===== src/rtl/ifetch_queue_pkg.sv =====
// Shared types and instruction-field helpers for the instruction prefetch queue.
package ifetch_queue_pkg;

    typedef logic [31:0] word_t;
    typedef logic [29:0] pc_t;
    typedef logic [6:0]  opcode_t;

    localparam opcode_t OP_JAL = 7'b1101111;

    typedef enum logic [1:0] {
        IFQ_IDLE,
        IFQ_WAIT,
        IFQ_DROP
    } ifq_state_t;

    typedef struct packed {
        word_t inst;
        pc_t   pc;
    } ifq_entry_t;

    function automatic opcode_t ext_opcode(input word_t i);
        return i[6:0];
    endfunction

    // J-type immediate, sign-extended byte offset
    function automatic word_t ext_j_imm(input word_t i);
        return {{12{i[31]}}, i[19:12], i[20], i[30:21], 1'b0};
    endfunction

    function automatic pc_t jal_target(input pc_t pc, input word_t i);
        return pc + pc_t'(ext_j_imm(i) >> 2);
    endfunction

endpackage


===== src/rtl/ifetch_queue_ram.sv =====
// Entry storage for the prefetch queue: one write port, asynchronous read of the head.
module ifq_ram
    import ifetch_queue_pkg::*;
#(
    parameter int DEPTH = 2,
    parameter int AW    = $clog2(DEPTH)
) (
    input  logic       clk,
    input  logic       we,
    input  logic [AW-1:0] waddr,
    input  ifq_entry_t wdata,
    input  logic [AW-1:0] raddr,
    output ifq_entry_t rdata
);

    ifq_entry_t mem [DEPTH];

    always_ff @(posedge clk) begin
        if (we) begin
            mem[waddr] <= wdata;
        end
    end

    assign rdata = mem[raddr];

endmodule


===== src/rtl/ifetch_queue.sv =====
// DEPTH-entry instruction prefetch FIFO with single outstanding fetch, flush/redirect.
// Optional IFQ_JAL_FOLLOW_EN: fetch follows JAL targets when the JAL is enqueued.
module ifetch_queue
    import ifetch_queue_pkg::*;
#(
    parameter int          DEPTH    = 2,
    parameter logic [31:0] RESET_PC = 32'h0
) (
    input  logic                   clk,
    input  logic                   rst,
    input  logic                   flush,
    input  pc_t                    flush_pc,
    output logic                   mem_req,
    output word_t                  mem_addr,
    input  logic                   mem_gnt,
    input  logic                   mem_rvalid,
    input  word_t                  mem_rdata,
    output logic                   inst_valid,
    output word_t                  inst,
    output pc_t                    inst_pc,
    output opcode_t                inst_opcode,
    input  logic                   deq,
    output logic [$clog2(DEPTH):0] count
);

    localparam int AW = $clog2(DEPTH);
    localparam int CW = AW + 1;
    localparam logic [CW-1:0] FULL    = CW'(DEPTH);
    localparam logic [CW-1:0] CNT_ONE = CW'(1);
    localparam logic [AW-1:0] PTR_ONE = AW'(1);
    localparam pc_t           PC_ONE  = pc_t'(1);

    ifq_state_t    state_reg;
    pc_t           fetch_pc_reg;
    pc_t           tag_reg;
    logic [AW-1:0] wr_ptr_reg;
    logic [AW-1:0] rd_ptr_reg;
    logic [CW-1:0] count_reg;

    logic       deq_fire;
    logic       room;
    logic       grant;
    logic       enq;
    logic       wr_en;
    ifq_entry_t wr_entry;
    ifq_entry_t head;

    assign count      = count_reg;
    assign inst_valid = (count_reg != '0);
    assign deq_fire   = deq && inst_valid;

    // A request is only issued when its response is guaranteed a slot.
    assign room     = (count_reg != FULL) || deq_fire;
    assign mem_req  = !rst && !flush && (state_reg == IFQ_IDLE) && room;
    assign mem_addr = {fetch_pc_reg, 2'b00};
    assign grant    = mem_req && mem_gnt;
    assign enq      = (state_reg == IFQ_WAIT) && mem_rvalid;
    assign wr_en    = enq && !flush && !rst;

    assign wr_entry.inst = mem_rdata;
    assign wr_entry.pc   = tag_reg;

    ifq_ram #(
        .DEPTH (DEPTH)
    ) u_ram (
        .clk   (clk),
        .we    (wr_en),
        .waddr (wr_ptr_reg),
        .wdata (wr_entry),
        .raddr (rd_ptr_reg),
        .rdata (head)
    );

    assign inst        = head.inst;
    assign inst_pc     = head.pc;
    assign inst_opcode = ext_opcode(head.inst);

    always_ff @(posedge clk) begin
        if (rst) begin
            state_reg    <= IFQ_IDLE;
            fetch_pc_reg <= RESET_PC[31:2];
            tag_reg      <= '0;
            wr_ptr_reg   <= '0;
            rd_ptr_reg   <= '0;
            count_reg    <= '0;
        end else if (flush) begin
            count_reg    <= '0;
            wr_ptr_reg   <= '0;
            rd_ptr_reg   <= '0;
            fetch_pc_reg <= flush_pc;
            // A flush during DROP keeps waiting for the stale response as well.
            state_reg    <= ((state_reg != IFQ_IDLE) && !mem_rvalid) ? IFQ_DROP : IFQ_IDLE;
        end else begin
            unique case (state_reg)
                IFQ_IDLE: begin
                    if (grant) begin
                        tag_reg      <= fetch_pc_reg;
                        fetch_pc_reg <= fetch_pc_reg + PC_ONE;
                        state_reg    <= IFQ_WAIT;
                    end
                end
                IFQ_WAIT: begin
                    if (mem_rvalid) begin
                        state_reg <= IFQ_IDLE;
`ifdef IFQ_JAL_FOLLOW_EN
                        if (ext_opcode(mem_rdata) == OP_JAL) begin
                            fetch_pc_reg <= jal_target(tag_reg, mem_rdata);
                        end
`endif
                    end
                end
                IFQ_DROP: begin
                    if (mem_rvalid) begin
                        state_reg <= IFQ_IDLE;
                    end
                end
                default: state_reg <= IFQ_IDLE;
            endcase

            if (enq) begin
                wr_ptr_reg <= wr_ptr_reg + PTR_ONE;
            end
            if (deq_fire) begin
                rd_ptr_reg <= rd_ptr_reg + PTR_ONE;
            end
            if (enq && !deq_fire) begin
                count_reg <= count_reg + CNT_ONE;
            end else if (!enq && deq_fire) begin
                count_reg <= count_reg - CNT_ONE;
            end
        end
    end

endmodule


===== config.mk =====
export PLATFORM = sky130hd
export DESIGN_NAME = ifetch_queue
export DESIGN_NICKNAME = d
export VERILOG_FILES = /design/src/rtl/ifetch_queue_pkg.sv /design/src/rtl/ifetch_queue_ram.sv /design/src/rtl/ifetch_queue.sv
export SDC_FILE = /design/constraint.sdc
export NUM_CORES = 1
export LEC_CHECK = 0
export ABC_AREA = 1
export BUFFER_PORTS_ARGS = -buffer_cell sky130_fd_sc_hd__buf_2
export CAP_MARGIN = 20
export CORE_MARGIN = 3
export CORE_UTILIZATION = 54
export DETAILED_ROUTE_END_ITERATION = 16
export PLACE_DENSITY = 0.79
export SLEW_MARGIN = 20
export SYNTH_ARGS = -nofsm -noshare
export SYNTH_HDL_FRONTEND = slang
export SYNTH_SLANG_ARGS = --single-unit

===== constraint.sdc =====
create_clock -name clk -period 7.2 [get_ports clk]
set_input_delay 1.44 -clock clk [delete_from_list [all_inputs] [get_ports clk]]
set_output_delay 1.44 -clock clk [all_outputs]
set_load 0.005 [all_outputs]

# --- After elaboration in Yosys (flattened, before gate mapping) ---
# Memory sizes are Yosys's and may differ from the RTL's. A register that Yosys moved wholly into a read port is not among the register bits.
# Cells that the tools add are included.
word_totals:
  ff_bits: 66
  ram_bits: 124
  mem_count: 1
classes:
  add_sub_neg: 5
  n_eq_ne: 5
  muxes: 14
  bitwise: 1
  n_reduce_logical: 28
mem_list:
  columns: ["memory", "depth", "width", "rd", "rd_clocked_by_memory_dff", "wr", "line", "rtl"]
  rows:
  - ["u_ram.mem", 2, 62, 1, 1, 1, "ifetch_queue_ram.sv:16", "ifq_entry_t mem [DEPTH];"]
ops:
  columns: ["cell", "count"]
  rows:
  - ["$mux 30", 3]
  - ["$add 30x1->30 const B", 1]
  - ["$mux 2", 6]
  - ["$logic_and 1x1->1", 11]
  - ["$reduce_bool 2->1", 5]
  - ["$logic_not 1->1", 5]
  - ["$mux 1", 4]
  - ["$pmux 2 s2", 1]
  - ["$reduce_and 2->1", 2]
  - ["$reduce_or 2->1", 2]
  - ["$ne 3x1->1 const B", 1]
  - ["$ne 3x3->1 const B", 1]
  - ["$reduce_and 3->1", 1]
  - ["$add 1x1->1 const B", 2]
  - ["$add 2x1->2 const B", 1]
  - ["$eq 2x1->1 const B", 1]
  - ["$eq 2x2->1 const B", 1]
  - ["$logic_not 2->1", 1]
  - ["$ne 2x2->1 const B", 1]
  - ["$sub 2x1->2 const B", 1]
  - ["$logic_or 1x1->1", 1]
  - ["$not 1->1", 1]

# --- Depth between registers and ports, before layout ---
# Gate-level depths: netlist of the first run.
depth:
  depth_word: 8
  ltp_mapped: 12
  depth_no_buf: 12

# --- By module ---
# A second synthesis of the first run with hierarchy kept.
hier_totals:
  hier_cells: 867
  hier_area_um2: 8176.6
by_module_without_submodules:
  columns: ["mod", "instances", "cells_per_inst", "area_each_um2", "seq_area_each_um2"]
  rows:
  - ["ifq_ram", 1, 328, 4569.4, 3723.6]
  - ["ifetch_queue", 1, 539, 3607.2, 1321.3]

# --- Worst setup path before layout of the first run ---
# OpenSTA, ideal clock, no wires.
synth_timing:
  path_kind: "input -> register"
  from: "input port flush"
  to: "memory u_ram.mem[1][0] in the netlist's numbering (enable)"
  setup_ns: 0.559
  arrival_ns: 5.915
  t_required_ns: 6.641
  setup_slack_ns: 0.726
  path_stages: 4
  path_buffers: 1
  cell_sequence: "buf_6 -> clkinv_4 -> nand2_4 -> nor3_1"
synth_between:
  elab_chain_len: 5
synth_lines:
  columns: ["element", "line", "rtl"]
  rows:
  - ["start: declaration", "ifetch_queue.sv:11", "input logic flush,"]
  - ["$logic_not 1->1", "ifetch_queue.sv:58", "assign wr_en = enq && !flush && !rst;"]
  - ["$logic_and 1x1->1 (2 in series)", "ifetch_queue.sv:58", null]
  - ["$mux 1", "ifetch_queue_ram.sv:19", "if (we) begin"]
  - ["$mux 1 (not written as such)", "ifetch_queue_ram.sv:20", "mem[waddr] <= wdata;"]
  - ["end: declaration", "ifetch_queue_ram.sv:16", null]
# No other way between the ends.

# --- Final worst setup path of the first run ---
layout_timing:
  from: "input port rst"
  to: "output port mem_req"
layout_between:
  elab_chain_len: 4
layout_lines:
  columns: ["element", "line", "rtl"]
  rows:
  - ["start: declaration", "ifetch_queue.sv:10", "input logic rst,"]
  - ["$logic_not 1->1", "ifetch_queue.sv:54", "assign mem_req = !rst && !flush && (state_reg == IFQ_IDLE) && room;"]
  - ["$logic_and 1x1->1 (3 in series)", "ifetch_queue.sv:54", null]
  - ["end: declaration", "ifetch_queue.sv:13", "output logic mem_req,"]
# No other way between the ends.

==> results.sh, run 1 <==
export IMPL_cts_resized=0
export IMPL_gp_congestion=0.877
export IMPL_max_ffs_per_register=124
export IMPL_drtAntennaViolNets=0
export IMPL_grt_first_pass_wirelength_um=27600
export IMPL_number_of_nets_in_the_finished_design=974
export IMPL_critPathMaxStageDelay_ps=620
export IMPL_post_cts_buffers=0
export IMPL_finalNonFillerCells=1099
export IMPL_r2r_end="fetch_pc_reg[22]"
export IMPL_avgSynthCellArea_um2=10.8
export IMPL_worstSkewPairLatency_ps=420
export IMPL_groute_usage_overall=0.213
export IMPL_worstReg2RegStart="state_reg[0]"
export IMPL_setup_slack_ps=2710
export IMPL_worst_slew_pin_slew_ps=885
export IMPL_cts_reportedPaths_clkPinSlew_ps=60
export IMPL_grt_antenna_before_repair=0
export IMPL_cp_cell_sequence="buf_2 -> inv_2 -> nand2_4 -> nor2_4 -> nand2_1 -> inv_1 -> buf_2"
export IMPL_p_leak_nw=3.75
export IMPL_drt_wl_total_um=17300
export IMPL_core_area_um2=14600
export IMPL_final_max_slew_viol_count=0
export IMPL_critical_path_startpoint="rst"
export IMPL_reg2reg_slack_ps=4650
export IMPL_grt_pass1_vias=5637
export IMPL_result_of_the_run="completed"
export IMPL_io_pins=173
export IMPL_tritoncts_num_sinks=191
export IMPL_fp_dieArea_um2=16400
export IMPL_maxClockFrequency_ghz=0.223
export IMPL_synth_cells=748
export IMPL_crit_top_cell="buf_2"
export IMPL_critical_path_endpoint_type="output pin"
export IMPL_dieWidth_um=128
export IMPL_synth_seq_cells=191
export IMPL_cts_made_buffers=17
export IMPL_drt_vias_per_instance=5.31
export IMPL_ys_types=39
export IMPL_drt_initial_drc_count=370
export IMPL_final_util=0.653
export IMPL_flow_area_growth_from_synthesis_pct=18.1
export IMPL_dpl_hpwl_um=11300
export IMPL_post_synth_instance_area_um2=8070
export IMPL_power_mw=2.22
export IMPL_route_layer_met1_wl_um=7450
export IMPL_critPathSlowestCell="buf_2"
export IMPL_via_count=5836
export IMPL_cts_tree="done"
export IMPL_grt_max_degree=63
export IMPL_clock_skew_final_ps=4.93
export IMPL_overflow=0
export IMPL_placement_setup_worst_slack_ps=2770
export IMPL_slew_headroom=0.410
export IMPL_post_route_cells_drive_above_1_share=0.311
export IMPL_final_critical_path_required_period_ps=4490
export IMPL_yosys_warnings=0
export IMPL_route_detailed_drc=0
export IMPL_critical_path_endpoint="mem_req"
export IMPL_antenna_cells=0
export IMPL_initial_core_utilization=0.553
export IMPL_reg2reg_depth=10
export IMPL_synth_async_reset_ratio=0
export IMPL_row_count=44
export IMPL_worst_setup_path_start_kind="input pin"
export IMPL_die_y_um=128
export IMPL_grt_setup_unrepaired="false"
export IMPL_yosys_most_used_dff="edfxtp_1"
export IMPL_dr_wl_met2_um=8310
export IMPL_clock_tree_buffer_depth=2
export IMPL_seq_area_frac_synth=0.628
export IMPL_top_layer="met4"
export IMPL_cts_htree_levels=4
export IMPL_first_pass_drt_iterations=5
export IMPL_maxCapViolCount=0
export IMPL_timing_hold_worst_class="flip-flop to flip-flop"
export IMPL_amount_of_wire_on_met3_after_detailed_routing_um=1040
export IMPL_layout_commonest_cell="buf_2"
export IMPL_wl_per_cell_um=15.7
export IMPL_dpl_cell_count=1067
export IMPL_synth_enable_flop_cells=124
export IMPL_ir_worst_vdd_mv=0.158
export IMPL_critical_path_peak_fanout=39
export IMPL_timing_critical_path_required_ps=5760
export IMPL_cp_arrival_ps=3050
export IMPL_post_cts_hold_buffer_count=0
export IMPL_timing_setup_critical_path_class="input pin to output pin"
export IMPL_power_density_cell_area_nw_per_um2=233
export IMPL_layout_worst_path_cycle_share=0.623
export IMPL_clock_root_buffer="clkbuf_16"
export IMPL_count_of_buffers_inserted_at_the_top_level_ports=170
export IMPL_final_setup_tns_ps=0
export IMPL_final_hold_viol_count=0
export IMPL_count_of_final_setup_violators=0
export IMPL_most_common_layout_cells="170 x buf_2, 160 x nand2_1, 124 x edfxtp_1"
[worst min path at each step]
| stage | start | to | slack, ps | depth (start not counted) |
|---|---|---|---|---|
| after floorplan | tag_reg[12] | u_ram.mem[0][12] | 420 | 0 |
| after global placement | tag_reg[8] | u_ram.mem[1][8] | 430 | 0 |
| after detailed placement | tag_reg[8] | u_ram.mem[1][8] | 440 | 0 |
| after CTS | tag_reg[8] | u_ram.mem[0][8] | 450 | 0 |
| after global routing | tag_reg[8] | u_ram.mem[0][8] | 460 | 0 |
| final | tag_reg[12] | u_ram.mem[1][12] | 460 | 0 |
[where the power goes]
part	switching (mW)	internal (mW)
Combinational	0.0720	0.0476
Sequential	0.0228	1.18
Clock	0.386	0.513
[layout make-up]
type,count,area (µm²)
clock inverter,6,43.8
inverter,64,245
multi-input combinational,455,2540
timing repair buffer,173,873
sequential,191,5070
tap,184,230
fill,1163,5060
clock buffer,26,532
[per-stage QoR]
| step | hold WS, ps | area, µm² |
|---|---|---|
| floorplan | 420 | 8070 |
| global placement | 434 | 8950 |
| detailed placement | 437 | 8950 |
| CTS | 453 | 9530 |
| global route | 459 | 9530 |
| finish | 457 | 9530 |
[kinds of logic after synthesis]
group	synth area share
and+or+nand+nor	0.147
DFF	0.628
buffers and inverters	0.0598
AOI/OAI and AO/OA	0.0637
muxes	0.0865
xor gates and xnor gates	0.00868
adders and majority gates	0.00620
other	0.000465
[cells in the mapped netlist (6+ instances only)]
cell,count,area share
nand2_1,160,0.074
edfxtp_1,124,0.46
dfxtp_1,67,0.17
nor2_1,66,0.031
mux2_2,62,0.087
inv_1,60,0.028
a21oi_1,55,0.034
nand3_1,36,0.022
o21ai_0,25,0.016
clkbuf_1,14,0.0065
buf_4,11,0.010
buf_6,6,0.0084
nor2_2,6,0.0047
xor2_1,6,0.0065
[layer usage]
| layer | GRT usage | up-vias |
|---|---|---|
| met3 | 0.0425 | 35 |
| met1 | 0.273 | 2754 |
| met2 | 0.350 | 216 |
| met5 | 0 | - |
| li1 | - | 2831 |
| met4 | 0.0955 | 0 |
[critical path, delay by kind of cell]
family        cells  cell delay [ps]
buf+inv           4             1200
simple gates      3              400
(Power assumes the default switching activity.)
==> run 2, diff against run 1 <==
- CORE_UTILIZATION: 54 -> 49
- PLACE_DENSITY: 0.79 -> 0.76
- clock period: 7.2 -> 3.9 ns (I/O delays scaled with it)
==> run 2 against run 1 <==
Clock skew grew 4.2 ps. Die area grew 9.7%. Worst hold slack gained 3.4 ps. Total power grew 85%.
==> results.sh, run 2 (synthesis gave the netlist of run 1 again) <==
export IMPL_dieWidth_um=134
export IMPL_final_hold_viol_count=0
export IMPL_grt_pass1_vias=5703
export IMPL_die_y_um=134
export IMPL_r2r_end="fetch_pc_reg[9]"
export IMPL_grt_antenna_before_repair=0
export IMPL_final_max_slew_viol_count=0
export IMPL_overflow=0
export IMPL_reg2reg_depth=11
export IMPL_via_count=5853
export IMPL_p_leak_nw=3.80
export IMPL_result_of_the_run="completed"
export IMPL_initial_core_utilization=0.504
export IMPL_cts_reportedPaths_clkPinSlew_ps=60
export IMPL_ff_latch_area_um2=5070
export IMPL_groute_usage_overall=0.200
export IMPL_reg2reg_slack_ps=2020
export IMPL_power_density_cell_area_nw_per_um2=425
export IMPL_grt_first_pass_wirelength_um=28300
export IMPL_cp_arrival_ps=1770
export IMPL_most_common_layout_cells="170 x buf_2, 160 x nand2_1, 124 x edfxtp_1"
export IMPL_timing_hold_worst_class="flip-flop to flip-flop"
export IMPL_antenna_cells=0
export IMPL_cts_made_buffers=17
export IMPL_wl_per_cell_um=15.6
export IMPL_post_route_cells_drive_above_1_share=0.318
export IMPL_min_path_cells=0
export IMPL_first_pass_drt_iterations=5
export IMPL_clock_tree_buffer_depth=2
export IMPL_worstSkewPairLatency_ps=430
export IMPL_setup_slack_ps=1350
export IMPL_layout_commonest_cell="buf_2"
export IMPL_drtAntennaViolNets=0
export IMPL_placement_setup_worst_slack_ps=1220
export IMPL_worst_hold_path_endpoint="u_ram.mem[1][14]"
export IMPL_hp_start="tag_reg[14]"
export IMPL_route_detailed_drc=0
export IMPL_final_util=0.603
export IMPL_worst_setup_path_start_kind="input pin"
export IMPL_drt_wl_total_um=17700
export IMPL_clock_skew_final_ps=9.17
export IMPL_cts_htree_levels=4
export IMPL_max_ffs_per_register=124
export IMPL_ir_worst_vdd_mv=0.268
export IMPL_row_count=46
export IMPL_timing_setup_critical_path_class="input pin to output pin"
export IMPL_tritoncts_num_sinks=191
export IMPL_gp_congestion=0.893
export IMPL_drt_vias_per_instance=5.15
export IMPL_critical_path_endpoint_type="output pin"
export IMPL_critical_path_peak_fanout=25
export IMPL_fp_dieArea_um2=18000
export IMPL_grt_setup_unrepaired="false"
export IMPL_maxClockFrequency_ghz=0.392
export IMPL_n_fill_cell=1401
export IMPL_timing_critical_path_required_ps=3120
export IMPL_worstReg2RegStart="state_reg[0]"
export IMPL_power_mw=4.10
export IMPL_dpl_hpwl_um=12000
export IMPL_number_of_nets_in_the_finished_design=979
export IMPL_cts_tree="done"
export IMPL_dpl_cell_count=1104
export IMPL_final_critical_path_required_period_ps=2550
export IMPL_count_of_final_setup_violators=0
export IMPL_io_pins=173
export IMPL_multi_input_comb_area_um2=2540
export IMPL_postPlaceCellArea_um2=9070
export IMPL_core_area_um2=16000
export IMPL_drt_initial_drc_count=453
export IMPL_layout_cell_area_non_filler_um2=9650
export IMPL_count_of_buffers_inserted_at_the_top_level_ports=170
export IMPL_maxCapViolCount=0
export IMPL_post_cts_hold_buffer_count=0
export IMPL_layout_worst_path_cycle_share=0.654
export IMPL_flow_area_growth_from_synthesis_pct=19.5
export IMPL_post_cts_buffers=0
export IMPL_cts_resized=0
export IMPL_clock_root_buffer="clkbuf_16"
export IMPL_finalNonFillerCells=1136
export IMPL_grt_max_degree=63
run 2: cell types whose count changed in the layout (fill, tap and decap cells not counted), sizes merged:
cell,before,now
inv,65,70
clkbuf,26,20
buf,173,178
clkinvlp,2,3
run 2: how the worst max path moves through the flow:
stage | start | cells after the start | slack, ps | to
final | rst | 7 | 1350 | mem_req
after global routing | rst | 7 | 1250 | mem_req
after CTS | rst | 7 | 1340 | mem_req
after detailed placement | rst | 11 | 1220 | fetch_pc_reg[10]
after global placement | rst | 12 | 1280 | fetch_pc_reg[14]
after floorplan | flush | 4 | -3 | u_ram.mem[1][0]
run 2: final cells by class:
type,instances,area share
Clock inverter,12,0.00960
Clock buffer,20,0.0497
Multi-Input combinational cell,455,0.264
Inverter,64,0.0254
Timing Repair Buffer,178,0.0983
Sequential cell,191,0.525
Tap cell,216,0.0280
run 2: critical path: stages:
cell and delay [ps]:
buf_2 110, inv_2 330, nand2_4 180, nor2_4 150
nand2_1 60, inv_1 50, buf_2 100
run 2: through the flow:
step / hold slack (ps) / TNS, ps
6_report: 460 / 0
3_5_place_dp: 443 / 0
2_1_floorplan: 420 / -198
4_1_cts: 458 / 0
5_1_grt: 469 / 0
3_3_place_gp: 434 / 0
run 2: routing by layer:
layer,global-route usage,vias up,share of wire
met5,0,-,0
met4,0.0600,0,0.015
met3,0.0473,23,0.073
met2,0.340,226,0.49
met1,0.255,2760,0.42
li1,-,2844,-
run 2: where the power goes:
part / leakage, nW / switching (mW) / internal [mW]
Combinational: 1.84 / 0.134 / 0.0911
Sequential: 1.68 / 0.0424 / 2.18
Clock: 0.277 / 0.751 / 0.903
Total: 3.80 / 0.928 / 3.18
==> run 3, diff against run 2 <==
- ABC_AREA: 1 -> 0
- CORE_UTILIZATION: 49 -> 54
- PLACE_DENSITY: 0.76 -> 0.8
- clock period: 3.9 -> 2.5 ns (I/O delays scaled with it)
==> run 3 against run 2 <==
Critical path depth increased by 1. Cell area shrank 3.1%. Clock skew decreased by 3.1 ps. Final cell count shrank 16%. Die area down 12%. Non-clock buffer count is 7 higher.
==> results.sh, run 3 <==
export IMPL_synth_top_cell_area_share=0.481
export IMPL_postPlaceCellArea_um2=8790
export IMPL_overflow=0
export IMPL_dpl_hpwl_um=11400
export IMPL_max_ffs_per_register=124
export IMPL_via_count=5267
export IMPL_final_util=0.671
export IMPL_cpLargestDelayFamily="simple AND/OR/NAND/NOR gates"
export IMPL_synth_enable_flop_cells=124
export IMPL_critPathSlowestCell="or2_2"
export IMPL_result_of_the_run="completed"
export IMPL_most_common_layout_cells="170 x buf_2, 124 x edfxtp_1, 80 x nand2_1"
export IMPL_timing_setup_critical_path_class="flip-flop to flip-flop"
export IMPL_setup_slack_ps=253
export IMPL_die_y_um=126
export IMPL_number_of_nets_in_the_finished_design=838
export IMPL_cts_tree="done"
export IMPL_clock_tree_buffer_depth=2
export IMPL_worst_setup_path_start_kind="flip-flop"
export IMPL_initial_core_utilization=0.555
export IMPL_post_cts_hold_buffer_count=0
export IMPL_drt_initial_drc_count=430
export IMPL_worst_slew_pin_slew_ps=600
export IMPL_drtAntennaViolNets=0
export IMPL_yosys_top_cells_area="edfxtp_1 48%, dfxtp_1 17%, mux2_2 9.2%"
export IMPL_fp_dieArea_um2=15800
export IMPL_count_of_final_setup_violators=0
export IMPL_power_density_cell_area_nw_per_um2=670
export IMPL_final_max_slew_viol_count=0
export IMPL_layout_commonest_cell="buf_2"
export IMPL_post_synth_instance_area_um2=7740
export IMPL_reg2reg_slack_ps=250
export IMPL_clock_root_buffer="clkbuf_16"
export IMPL_grt_antenna_before_repair=0
export IMPL_drt_vias_per_instance=5.50
export IMPL_first_pass_drt_iterations=5
export IMPL_cp_arrival_ps=2600
export IMPL_layout_worst_path_cycle_share=0.899
export IMPL_placement_setup_worst_slack_ps=253
export IMPL_ys_types=54
export IMPL_avgSynthCellArea_um2=12.8
export IMPL_synth_cells=603
export IMPL_ir_worst_vdd_mv=0.451
export IMPL_tritoncts_num_sinks=191
export IMPL_dieWidth_um=126
export IMPL_synth_largest_area_cell="edfxtp_1"
export IMPL_synth_async_reset_ratio=0
export IMPL_cp_buffers_inverters=2
export IMPL_cts_resized=0
export IMPL_p_leak_nw=3.66
export IMPL_timing_hold_worst_class="input pin to flip-flop"
export IMPL_final_critical_path_required_period_ps=2250
export IMPL_synth_seq_cells=191
export IMPL_critical_path_peak_fanout=13
export IMPL_critical_path_endpoint_type="flip-flop"
export IMPL_worstSkewPairLatency_ps=430
export IMPL_groute_usage_overall=0.212
export IMPL_flow_area_growth_from_synthesis_pct=20.7
export IMPL_dpl_cell_count=927
export IMPL_drt_wl_total_um=16400
export IMPL_count_of_buffers_inserted_at_the_top_level_ports=170
export IMPL_core_area_um2=13900
export IMPL_synthMostInstantiatedCell="edfxtp_1"
export IMPL_clock_skew_final_ps=6.07
export IMPL_yosys_most_used_dff="edfxtp_1"
export IMPL_cts_htree_levels=4
export IMPL_maxClockFrequency_ghz=0.445
export IMPL_row_count=43
export IMPL_wl_per_cell_um=17.2
export IMPL_grt_max_degree=63
export IMPL_antenna_cells=0
export IMPL_seq_area_frac_synth=0.654
export IMPL_synth_cells_most_frequent="124 x edfxtp_1, 80 x nand2_1, 67 x dfxtp_1"
export IMPL_grt_setup_unrepaired="false"
export IMPL_cp_cell_sequence="inv_1 -> ha_1 -> nand4bb_4 -> or2_2 -> buf_4 -> or3_1 -> a21o_1 -> a21oi_1"
export IMPL_critPathMaxStageDelay_ps=430
export IMPL_yosys_warnings=0
export IMPL_finalNonFillerCells=958
export IMPL_timing_critical_path_required_ps=2850
export IMPL_maxCapViolCount=0
export IMPL_post_route_cells_drive_above_1_share=0.377
export IMPL_n_fill_cell=1038
export IMPL_final_hold_viol_count=0
export IMPL_layout_cell_area_non_filler_um2=9340
export IMPL_grt_pass1_vias=5250
export IMPL_slew_headroom=0.600
export IMPL_post_cts_buffers=0
export IMPL_hold_slack_ps=258
export IMPL_cts_made_buffers=17
export IMPL_gp_congestion=0.911
export IMPL_io_pins=173
export IMPL_cts_reportedPaths_clkPinSlew_ps=70
export IMPL_route_detailed_drc=0
export IMPL_grt_first_pass_wirelength_um=26700
-- run 3: changes by cell type after synthesis, moves of 9 or more --
cell	delta
inv_1	-43
o21ai_0	-17
o21a_1	+9
nor2_1	-40
nand4_1	+10
nand3_1	-28
nand2_1	-80
-- run 3: logic make-up (layout without fill, tap and decap cells) --
kind of cell / count (synthesis) / after routing / share of synthesized area
xor+xnor: 20 / 20 / 0.0226
fa+ha+maj: 4 / 4 / 0.00647
simple gates: 173 / 173 / 0.117
mux: 66 / 66 / 0.0955
flops: 191 / 191 / 0.654
compound gates: 89 / 89 / 0.0695
other cells: 1 / 2 / 0.000485
buf+inv: 59 / 233 / 0.0343
-- run 3: final timing paths --
| check | endpoint | start | cells after the start |
|---|---|---|---|
| setup / recovery | fetch_pc_reg[8] | state_reg[1] | 8 |
| hold / removal | u_ram.mem[1][33] | mem_rdata[3] | 1 |
| setup reg to reg | fetch_pc_reg[8] | state_reg[1] | 8 |
| hold reg to reg | u_ram.mem[0][8] | tag_reg[8] | 0 |
-- run 3: report_power, final --
part           total (mW)  switching, mW  internal, mW  leakage (nW)
clock                2.52           1.09          1.42         0.266
combinational       0.293          0.158         0.135          1.67
sequential           3.45         0.0628          3.39          1.72
total                6.26           1.31          4.94          3.66
-- run 3: per-stage QoR --
stage          setup TNS (ps)  total power [mW]
5_1_grt                     0              6.46
4_1_cts                     0              6.30
3_3_place_gp                0              3.79
2_1_floorplan          -20960              3.66
6_report                    0              6.26
3_5_place_dp                0              3.81
-- run 3: cell type report --
cell class                      count  area (µm²)  share of cell area
Sequential cell                   191        5070               0.542
Tap cell                          180         225              0.0241
Clock inverter                     10        90.1             0.00964
Inverter                           17        63.8             0.00683
Clock buffer                       21         462              0.0494
Multi-Input combinational cell    354        2440               0.261
Timing Repair Buffer              185        1000               0.107
-- run 3: per-layer routing --
layer	wire length, µm	global-route usage
met5	0	0
met2	7640	0.334
met3	1260	0.0628
met1	7160	0.281
met4	379	0.0759
-- run 3: worst reg2reg max path: stages, from the launching register on --
cell and delay (ps):
dfxtp_1 300, inv_1 90, ha_1 310, nand4bb_4 180, or2_2 430, buf_4 210
or3_1 350, a21o_1 180, a21oi_1 130
